--- src/rtl/merge_sort_ctrl_pkg.sv ---
// Shared types and default sizing for the in-place two-bank merge sorter.
package merge_sort_pkg;

  localparam int unsigned DEF_WIDTH     = 8;
  localparam int unsigned DEF_LOG_DEPTH = 5;
  localparam int unsigned DEF_DEPTH     = 1 << DEF_LOG_DEPTH;

  localparam logic BANK_A = 1'b0;
  localparam logic BANK_B = 1'b1;

  typedef enum logic [1:0] {
    IDLE  = 2'd0,
    MERGE = 2'd1,
    DONE  = 2'd2
  } state_e;

endpackage

--- src/rtl/merge_sort_ctrl_if.sv ---
// Control handshake and register-file bank ports of the merge sorter.
interface merge_sort_ctrl_if
  import merge_sort_pkg::*;
#(
  parameter int unsigned WIDTH     = DEF_WIDTH,
  parameter int unsigned LOG_DEPTH = DEF_LOG_DEPTH
);
  localparam int unsigned DEPTH = 1 << LOG_DEPTH;

  logic                   start;
  logic [DEPTH*WIDTH-1:0] ReadA;
  logic [DEPTH*WIDTH-1:0] ReadB;
  logic                   WE_A;
  logic                   WE_B;
  logic [LOG_DEPTH-1:0]   WriteAddress;
  logic [WIDTH-1:0]       WriteBus;
  logic                   busy;
  logic                   done;
  logic                   result_bank;

  modport master (
    input  start, ReadA, ReadB,
    output WE_A, WE_B, WriteAddress, WriteBus, busy, done, result_bank
  );

  modport slave (
    output start, ReadA, ReadB,
    input  WE_A, WE_B, WriteAddress, WriteBus, busy, done, result_bank
  );

endinterface

--- src/rtl/merge_sort_ctrl_addr_gen.sv ---
// Pass / run / pointer bookkeeping for bottom-up merge sort, one element per advance.
module merge_addr_gen
  import merge_sort_pkg::*;
#(
  parameter int unsigned LOG_DEPTH = DEF_LOG_DEPTH
) (
  input  logic                 clk_i,
  input  logic                 rst_ni,
  input  logic                 clear_i,
  input  logic                 advance_i,
  input  logic                 take_left_i,
  output logic                 src_bank_o,
  output logic [LOG_DEPTH-1:0] rd_left_o,
  output logic [LOG_DEPTH-1:0] rd_right_o,
  output logic [LOG_DEPTH-1:0] wr_addr_o,
  output logic                 left_exh_o,
  output logic                 right_exh_o,
  output logic                 last_o
);
  localparam int unsigned AW = LOG_DEPTH + 1;
  localparam int unsigned PW = (LOG_DEPTH > 1) ? $clog2(LOG_DEPTH) : 1;

  logic [PW-1:0]        pass_q, pass_d;
  logic [AW-1:0]        lo_q, lo_d, i_q, i_d, j_q, j_d;
  logic [LOG_DEPTH-1:0] k_q, k_d;
  logic [AW-1:0]        w, left_end, right_end, i_nx, j_nx;
  logic                 pass_end, pair_end;

  always_comb begin
    w         = AW'(1) << pass_q;
    left_end  = lo_q + w;
    right_end = left_end + w;
    i_nx      = take_left_i ? i_q + AW'(1) : i_q;
    j_nx      = take_left_i ? j_q : j_q + AW'(1);
    pair_end  = (i_nx == left_end) && (j_nx == right_end);
    pass_end  = (k_q == '1);
    last_o    = pass_end && (pass_q == PW'(LOG_DEPTH - 1));

    pass_d = pass_q;
    lo_d   = lo_q;
    i_d    = i_q;
    j_d    = j_q;
    k_d    = k_q;
    // j always sits at lo + w, so a freshly started pass points it at the new width
    if (clear_i) begin
      pass_d = '0;
      lo_d   = '0;
      i_d    = '0;
      j_d    = AW'(1);
      k_d    = '0;
    end else if (advance_i) begin
      k_d = k_q + 1'b1;
      if (pass_end) begin
        pass_d = last_o ? '0 : pass_q + 1'b1;
        lo_d   = '0;
        i_d    = '0;
        j_d    = last_o ? AW'(1) : (w << 1);
      end else if (pair_end) begin
        lo_d = right_end;
        i_d  = right_end;
        j_d  = right_end + w;
      end else begin
        i_d = i_nx;
        j_d = j_nx;
      end
    end
  end

  always_ff @(posedge clk_i or negedge rst_ni) begin
    if (!rst_ni) begin
      pass_q <= '0;
      lo_q   <= '0;
      i_q    <= '0;
      j_q    <= AW'(1);
      k_q    <= '0;
    end else begin
      pass_q <= pass_d;
      lo_q   <= lo_d;
      i_q    <= i_d;
      j_q    <= j_d;
      k_q    <= k_d;
    end
  end

  assign src_bank_o  = pass_q[0];
  assign rd_left_o   = i_q[LOG_DEPTH-1:0];
  assign rd_right_o  = j_q[LOG_DEPTH-1:0];
  assign wr_addr_o   = k_q;
  assign left_exh_o  = (i_q == left_end);
  assign right_exh_o = (j_q == right_end);

endmodule

--- src/rtl/merge_sort_ctrl.sv ---
// Merge-sort sequencer: ping-pongs between banks A and B, one merged write per cycle.
module merge_sort_ctrl
  import merge_sort_pkg::*;
#(
  parameter int unsigned WIDTH     = DEF_WIDTH,
  parameter int unsigned LOG_DEPTH = DEF_LOG_DEPTH
) (
  input  logic              clock,
  input  logic              reset,
  merge_sort_ctrl_if.master bus
);
  localparam int unsigned DEPTH = 1 << LOG_DEPTH;

  state_e                 state_q, state_d;
  logic                   clear, advance, take_left;
  logic                   src_bank, dst_bank, left_exh, right_exh, last;
  logic [LOG_DEPTH-1:0]   rd_left, rd_right, wr_addr;
  logic [DEPTH*WIDTH-1:0] src_bus;
  logic [WIDTH-1:0]       left_val, right_val, sel_val;

  merge_addr_gen #(
    .LOG_DEPTH(LOG_DEPTH)
  ) u_addr_gen (
    .clk_i       (clock),
    .rst_ni      (reset),
    .clear_i     (clear),
    .advance_i   (advance),
    .take_left_i (take_left),
    .src_bank_o  (src_bank),
    .rd_left_o   (rd_left),
    .rd_right_o  (rd_right),
    .wr_addr_o   (wr_addr),
    .left_exh_o  (left_exh),
    .right_exh_o (right_exh),
    .last_o      (last)
  );

  assign src_bus   = (src_bank == BANK_A) ? bus.ReadA : bus.ReadB;
  assign dst_bank  = (src_bank == BANK_A) ? BANK_B : BANK_A;
  assign left_val  = src_bus[rd_left*WIDTH +: WIDTH];
  assign right_val = src_bus[rd_right*WIDTH +: WIDTH];
  // Ties go left to keep the sort stable
  assign take_left = right_exh || (!left_exh && (left_val <= right_val));
  assign sel_val   = take_left ? left_val : right_val;

  assign bus.result_bank = ((LOG_DEPTH % 2) == 1) ? BANK_B : BANK_A;

  always_ff @(posedge clock or negedge reset) begin
    if (!reset) state_q <= IDLE;
    else        state_q <= state_d;
  end

  always_comb begin
    state_d          = state_q;
    clear            = 1'b0;
    advance          = 1'b0;
    bus.busy         = 1'b0;
    bus.done         = 1'b0;
    bus.WE_A         = 1'b0;
    bus.WE_B         = 1'b0;
    bus.WriteAddress = '0;
    bus.WriteBus     = '0;
    case (state_q)
      IDLE: begin
        if (bus.start) begin
          clear   = 1'b1;
          state_d = MERGE;
        end
      end
      MERGE: begin
        advance          = 1'b1;
        bus.busy         = 1'b1;
        bus.WE_A         = (dst_bank == BANK_A);
        bus.WE_B         = (dst_bank == BANK_B);
        bus.WriteAddress = wr_addr;
        bus.WriteBus     = sel_val;
        if (last) state_d = DONE;
      end
      DONE: begin
        bus.done = 1'b1;
        state_d  = IDLE;
      end
      default: state_d = IDLE;
    endcase
  end

endmodule

--- src/flat_wrapper.sv ---
// flat-port wrapper written by rule: the top's interface ports become plain ports
module merge_sort_ctrl_flat import merge_sort_pkg::*;
#(
  parameter int unsigned WIDTH     = DEF_WIDTH,
  parameter int unsigned LOG_DEPTH = DEF_LOG_DEPTH
)
  (clock, reset, bus_start, bus_ReadA, bus_ReadB, bus_WE_A, bus_WE_B, bus_WriteAddress, bus_WriteBus, bus_busy, bus_done, bus_result_bank);
  merge_sort_ctrl_if #(.WIDTH(WIDTH), .LOG_DEPTH(LOG_DEPTH)) bus_i ();
  input  logic clock;
  input  logic reset;
  input wire logic [$bits(bus_i.start)-1:0] bus_start;
  input wire logic [$bits(bus_i.ReadA)-1:0] bus_ReadA;
  input wire logic [$bits(bus_i.ReadB)-1:0] bus_ReadB;
  output wire logic [$bits(bus_i.WE_A)-1:0] bus_WE_A;
  output wire logic [$bits(bus_i.WE_B)-1:0] bus_WE_B;
  output wire logic [$bits(bus_i.WriteAddress)-1:0] bus_WriteAddress;
  output wire logic [$bits(bus_i.WriteBus)-1:0] bus_WriteBus;
  output wire logic [$bits(bus_i.busy)-1:0] bus_busy;
  output wire logic [$bits(bus_i.done)-1:0] bus_done;
  output wire logic [$bits(bus_i.result_bank)-1:0] bus_result_bank;
  assign bus_i.start = bus_start;
  assign bus_i.ReadA = bus_ReadA;
  assign bus_i.ReadB = bus_ReadB;
  assign bus_WE_A = bus_i.WE_A;
  assign bus_WE_B = bus_i.WE_B;
  assign bus_WriteAddress = bus_i.WriteAddress;
  assign bus_WriteBus = bus_i.WriteBus;
  assign bus_busy = bus_i.busy;
  assign bus_done = bus_i.done;
  assign bus_result_bank = bus_i.result_bank;
  merge_sort_ctrl #(.WIDTH(WIDTH), .LOG_DEPTH(LOG_DEPTH)) u_core (.clock(clock), .reset(reset), .bus(bus_i));
endmodule
--- config.mk ---
export PLATFORM = sky130hd
export DESIGN_NAME = merge_sort_ctrl_flat
export DESIGN_NICKNAME = d
export VERILOG_FILES = /design/src/rtl/merge_sort_ctrl_pkg.sv /design/src/rtl/merge_sort_ctrl_if.sv /design/src/rtl/merge_sort_ctrl_addr_gen.sv /design/src/rtl/merge_sort_ctrl.sv /design/src/flat_wrapper.sv
export SDC_FILE = /design/constraint.sdc
export NUM_CORES = 1
export LEC_CHECK = 0
export ABC_CLOCK_PERIOD_IN_PS = 8600
export CORE_AREA = 2 2 205 207
export CTS_BUF_LIST = sky130_fd_sc_hd__clkbuf_4 sky130_fd_sc_hd__clkbuf_8
export DETAILED_ROUTE_END_ITERATION = 6
export DIE_AREA = 0 0 207 209
export HOLD_SLACK_MARGIN = 0.03
export SYNTH_ARGS = -nofsm -noshare
export SYNTH_HDL_FRONTEND = slang
export SYNTH_SLANG_ARGS = --single-unit
--- constraint.sdc ---
create_clock -name clock -period 8.6 [get_ports clock]
set_input_delay 1.72 -clock clock [delete_from_list [all_inputs] [get_ports clock]]
set_output_delay 1.72 -clock clock [all_outputs]
set_load 0.01 [all_outputs]
* Yosys cells after proc, flatten, opt, wreduce, memory -nomap -nowiden
Index checks and enable logic that the tools add are counted.
Operators by class: eq/ne operators 10, muxes and demuxes 35, shift-type cells 3, bitwise gates (word level) 0, div/mod/pow operators 0, multipliers 0, reduce and logical (&&, ||, !) cells 12, add/subtract/negate cells 7, $lt $le $gt $ge 1
Operators by type and width (count):
- variable part select 256 x 9 -> 8 bit | 2
- two-way mux 256 bit | 1
- two-way mux 6 bit | 15
- == test 6 bit | 4
- adder 6 bit | 3
- two-way mux 8 bit | 2
- two-way mux 5 bit | 3
- adder 6 x 1 -> 6 bit (second input constant) | 2
- two-way mux 3 bit | 4
- less-or-equal comparator 8 bit | 1
- two-way mux 1 bit | 7
- AND reduction 2 bit | 3
- left shift 1 x 3 -> 6 bit (first input constant) | 1
- adder 5 x 1 -> 5 bit (second input constant) | 1
- == test 5 bit (second input constant) | 1
- two-way mux 2 bit | 2
- one-hot mux 2 bit (2 select lines) | 1
- nonzero test 2 bit | 2
- adder 3 x 1 -> 3 bit (second input constant) | 1
- == test 3 bit (second input constant) | 1
- logical AND 1 bit | 3
- nonzero test 3 bit | 1
- == test 2 x 1 -> 1 bit (second input constant) | 1
- == test 2 bit (second input constant) | 1
- 5 further kinds | 5
Word-level totals: RAM bits 0, word-level logic and storage cells 74, bits in read-only memories 0, bits in registers 28, memories 0, bits in latches 0

* Logic depth before layout (Yosys ltp)
depth after elaboration 13, depth in mapped cells 27

* Modules after synthesis
A second synthesis with hierarchy kept.
Unflattened totals: cells, all modules 1155, area, all modules 11772.5 µm²
By module, submodules not included:
- merge_sort_ctrl | area an instance 8983.6 µm², cells each 838, instances 1, seq. area each 50.0 µm²
- merge_addr_gen | area an instance 2788.9 µm², cells each 317, instances 1, seq. area each 651.9 µm²

* Least setup slack after synthesis
OpenSTA, ideal clock, no wires.
path type flip-flop to output port, start register u_core.u_addr_gen.pass_q[0], end output bus_WriteBus[1], data arrival time 5.448 ns, data required time 6.880 ns, setup slack 1.432 ns, buffers on the path 5, stages on the path, launching flop included 24, cells stage by stage dfrtp_1 > clkbuf_1 > clkbuf_1 > buf_1 > inv_1 > ha_1 > nor2b_1 > ha_1 > ha_1 > a221oi_1 > o31ai_1 > xnor2_1 > inv_1 > ha_1 > xnor2_1 > nor3_1 > a2111o_1 > a311o_1 > a211oi_2 > a22o_1 > buf_6 > clkbuf_1 > a21oi_1 > nor2_1
Between the ends: word-level cells in the longest chain between the ends 8, elaborated cells on any way between the ends 14, classes of those cells add/sub (2); order compare (1); eq/ne (2); shift (3); mux (3); reduce/logical (3)
Ends and longest elaborated chain:
- from (decl) | RTL line merge_sort_ctrl_addr_gen.sv:23 | logic [PW-1:0] pass_q, pass_d;
- from (signal assigned) | RTL line merge_sort_ctrl_addr_gen.sv:77 | pass_q <= pass_d;
- parallel branches: the longest is 6 deep, another holds less-or-equal comparator 8 bit
- two-way mux 8 bit * | RTL line merge_sort_ctrl.sv:44 | assign sel_val = take_left ? left_val : right_val;
- two-way mux 8 bit * | RTL line merge_sort_ctrl.sv:63 | case (state_q)
- to (decl) | RTL line flat_wrapper.sv:17 | output wire logic [$bits(bus_i.WriteBus)-1:0] bus_WriteBus;
Every way passes the cells marked *.

* Worst setup path after layout
start register u_core.u_addr_gen.pass_q[0], end output bus_WriteBus[4]
Same word-level chain as after synthesis.

==> flow_metrics.tcl <==
set metrics [dict create \
    cts.htree.levels 1 \
    drive_gt1_share_pct 30.65 \
    grt_usage_pct 25.77 \
    cts_tree "done" \
    multiInputGateArea_um2 9950 \
    seqPwrFrac_pct 7.7 \
    min_period_ps 8122 \
    area_delta_synth_final_pct 52.95 \
    power.switching_uw 3372 \
    post-route-period-util_pct 94.44 \
    die-width_um 207 \
    gp_congestion 0.9661 \
    grt_pass1_vias 11769 \
    p_clk_share_pct 1.6 \
    postCtsSetupBuffers 0 \
    clk_latency_ps 280 \
    tightest_slew_ps 990.5 \
    p_leak_uw 0.005924 \
    fillers 3880 \
    die_y_um 209 \
    powerDensity_nw_per_um2 401.6 \
    critPathRequiredTime_ps 6880 \
    post_drt_wl_per_cell_um 31.37 \
    synth-edff-count 0 \
    worst_setup_path_end_kind "output port" \
    startpoint_type "flop" \
    yosysSeqAreaShare_pct 6.276 \
    cts_sinks 28 \
    syn_inst 813 \
    drtIter0Drc 969 \
    setup_tns_ps 0 \
    rsz0062_at_grt "false" \
    pwr-share-comb_pct 90.8 \
    final_nets 1813 \
    hold_path.class "flop to flop" \
    slew_violations 0 \
    crit_arrival_ps 6400 \
    grt_pass1_wl_um 81480 \
    ys_top_cells_by_area "mux4_2 68%, dfrtp_1 6.0%, ha_1 3.1%" \
    synth_top_area_share_pct 67.66 \
    drc 0 \
    worstSetupPathType "flop to output port" \
    slew_headroom_pct 33.97 \
    ant_nets 0 \
    status "completed" \
    antenna_found_initial 30 \
    swShare_pct 49.09 \
    dp_hpwl_um 48270 \
    cts_root_buffer "clkbuf_8" \
    numPortBuffers 531 \
    final_core_util_pct 41.43 \
    clkTransAtPathRegs_ps 100 \
    grt_max_degree 108 \
    coreArea_um2 41290 \
    synth_nets 1356 \
    ys_top_cells_by_count "336 x mux4_2, 53 x clkbuf_1, 37 x buf_1" \
    cts_resized 0 \
    seq_area_um2 723.2 \
    synth_cell_type_count 69 \
    ios 533 \
    reg2reg_depth 24 \
    cts-root-to-sink-buffers 2 \
    rows 75 \
    synth_most_common_cell "mux4_2" \
    synth-seq-cells 28 \
    fin_skew_ps 3.512 \
    synthArstFlopShare_pct 100.0 \
    maxCapViolCount 0 \
    cp_max_fo 13 \
    postCtsHoldBufs 0 \
    grt_overflow_total 0 \
    synth_top_area_cell "mux4_2" \
    vias_per_cell 5.947 \
    initial_core_util_pct 27.09 \
    vias 10847 \
    hold_violations 0 \
    synth-main-ff-cell "dfrtp_1" \
    min_path_cells 2 \
    synth_area_um2 11180 \
    drt_pass1_iterations 5 \
    finalSetupViolCount 0 \
    cts_inserted_buffers 3 \
    p_int_uw 3498 \
    peakVddDrop_mv 0.2348 \
    dieArea_um2 43260 \
    syn_area_per_cell_um2 13.76 \
    finalWirelength_um 57220 \
    fmax_ghz 0.1231 \
    yosysWarnings 0 \
]
[final cells by class]
cell class              instances  share of cell area [%]
repair buffers                551                   32.31
clock buffers                   3                  0.2414
multi-input cells             654                   58.16
well taps                     539                   3.942
flip-flops and latches         28                   4.228
clock inverters                 1                  0.1755
diodes                         16                  0.2341
inverters                      32                  0.7022
[state kept, by name, indices dropped and copies added, names as in the netlist]
| signal | flops |
|---|---|
| u_core.u_addr_gen.lo_q | 6 |
| u_core.u_addr_gen.j_q | 6 |
| u_core.u_addr_gen.pass_q | 3 |
| u_core.u_addr_gen.i_q | 6 |
| u_core.u_addr_gen.wr_addr_o | 5 |
| u_core.state_q | 2 |
[metrics by stage]
| step | power, uW | hold slack, ps | cell area [um2] | setup WS [ps] | cells |
|---|---|---|---|---|---|
| 2_1_floorplan | 4599 | 477.3 | 11180 | 1432 | 813 |
| 3_3_place_gp | 6710 | 515.0 | 17000 | 630.0 | 1804 |
| 3_5_place_dp | 6751 | 521.9 | 17000 | 576.7 | 1804 |
| 4_1_cts | 6881 | 538.3 | 17070 | 467.5 | 1808 |
| 5_1_grt | 7283 | 563.8 | 17090 | 53.56 | 1816 |
| 6_report | 6870 | 542.7 | 17110 | 477.8 | 1824 |
[worst paths after layout]
path	start	to	slack (ps)
worst max register to register	u_core.u_addr_gen.pass_q[0]$_DFFE_PN0P_	u_core.u_addr_gen.j_q[0]$_DFFE_PN1P_	1730
min in group asynchronous	reset	u_core.u_addr_gen.lo_q[3]$_DFFE_PN0P_	1840
worst min register to register	u_core.u_addr_gen.lo_q[3]$_DFFE_PN0P_	u_core.u_addr_gen.lo_q[3]$_DFFE_PN0P_	540
max in group asynchronous	reset	u_core.u_addr_gen.j_q[0]$_DFFE_PN1P_	6440
worst min-delay path	u_core.u_addr_gen.lo_q[3]$_DFFE_PN0P_	u_core.u_addr_gen.lo_q[3]$_DFFE_PN0P_	540
worst max-delay path	u_core.u_addr_gen.pass_q[0]$_DFFE_PN0P_	bus_WriteBus[4]	480
[layer usage]
layer	share of wire (%)	track usage, %
met5	0.12	0
met4	2.5	5.911
met3	9.7	6.643
met2	48	43.44
met1	39	33.29
[placed cells by master, fill, tap and decap left out, types with 13 or more instances in the layout]
cell type        instances
dfrtp_1                 21
mux2i_1                 15
inv_1                   32
nand2_1                 19
mux4_2                 336
xor2_1                  13
nor2_1                  36
ha_1                    28
clkdlybuf4s50_1        531
diode_2                 16
buf_4                   15
o21ai_0                 17
o22ai_1                 14
xnor2_1                 25
a21oi_1                 23
[critical path, stage by stage, from the launching register on]
cell	delay, ps
dfrtp_4	540
inv_1	120
ha_1	180
nor2b_1	360
ha_1	380
ha_1	340
a21boi_0	130
o31ai_1	310
xnor2_1	400
inv_1	110
ha_1	370
xnor2_1	310
nor3_1	80
a2111o_1	390
a311o_1	360
a211oi_2	300
a22o_1	270
buf_4	210
nor2_1	50
a21oi_1	250
nor2_1	90
clkdlybuf4s50_1	550
[power by group through the flow]
stage,Combinational [uW],Sequential (uW),Clock [uW]
floorplan,4360,236,0
global placement,6180,530,0
detailed placement,6220,534,0
CTS,6240,531,111
global route,6620,551,114
finish,6240,526,108
[cell families (layout without fill, tap and decap cells)]
| family | count (synthesis) | after routing | share of synthesized area [%] |
|---|---|---|---|
| AO/OA/AOI/OAI | 109 | 109 | 6.880 |
| XOR/XNOR | 42 | 42 | 3.725 |
| adder cells (fa/ha/maj) | 29 | 29 | 3.233 |
| buffers and inverters | 131 | 587 | 4.799 |
| flip-flops | 28 | 28 | 6.276 |
| multiplexers | 357 | 357 | 69.67 |
| other | 1 | 17 | 0.03353 |
| AND/OR/NAND/NOR | 116 | 116 | 5.381 |
Note: power is estimated with default switching activity, not from simulation.
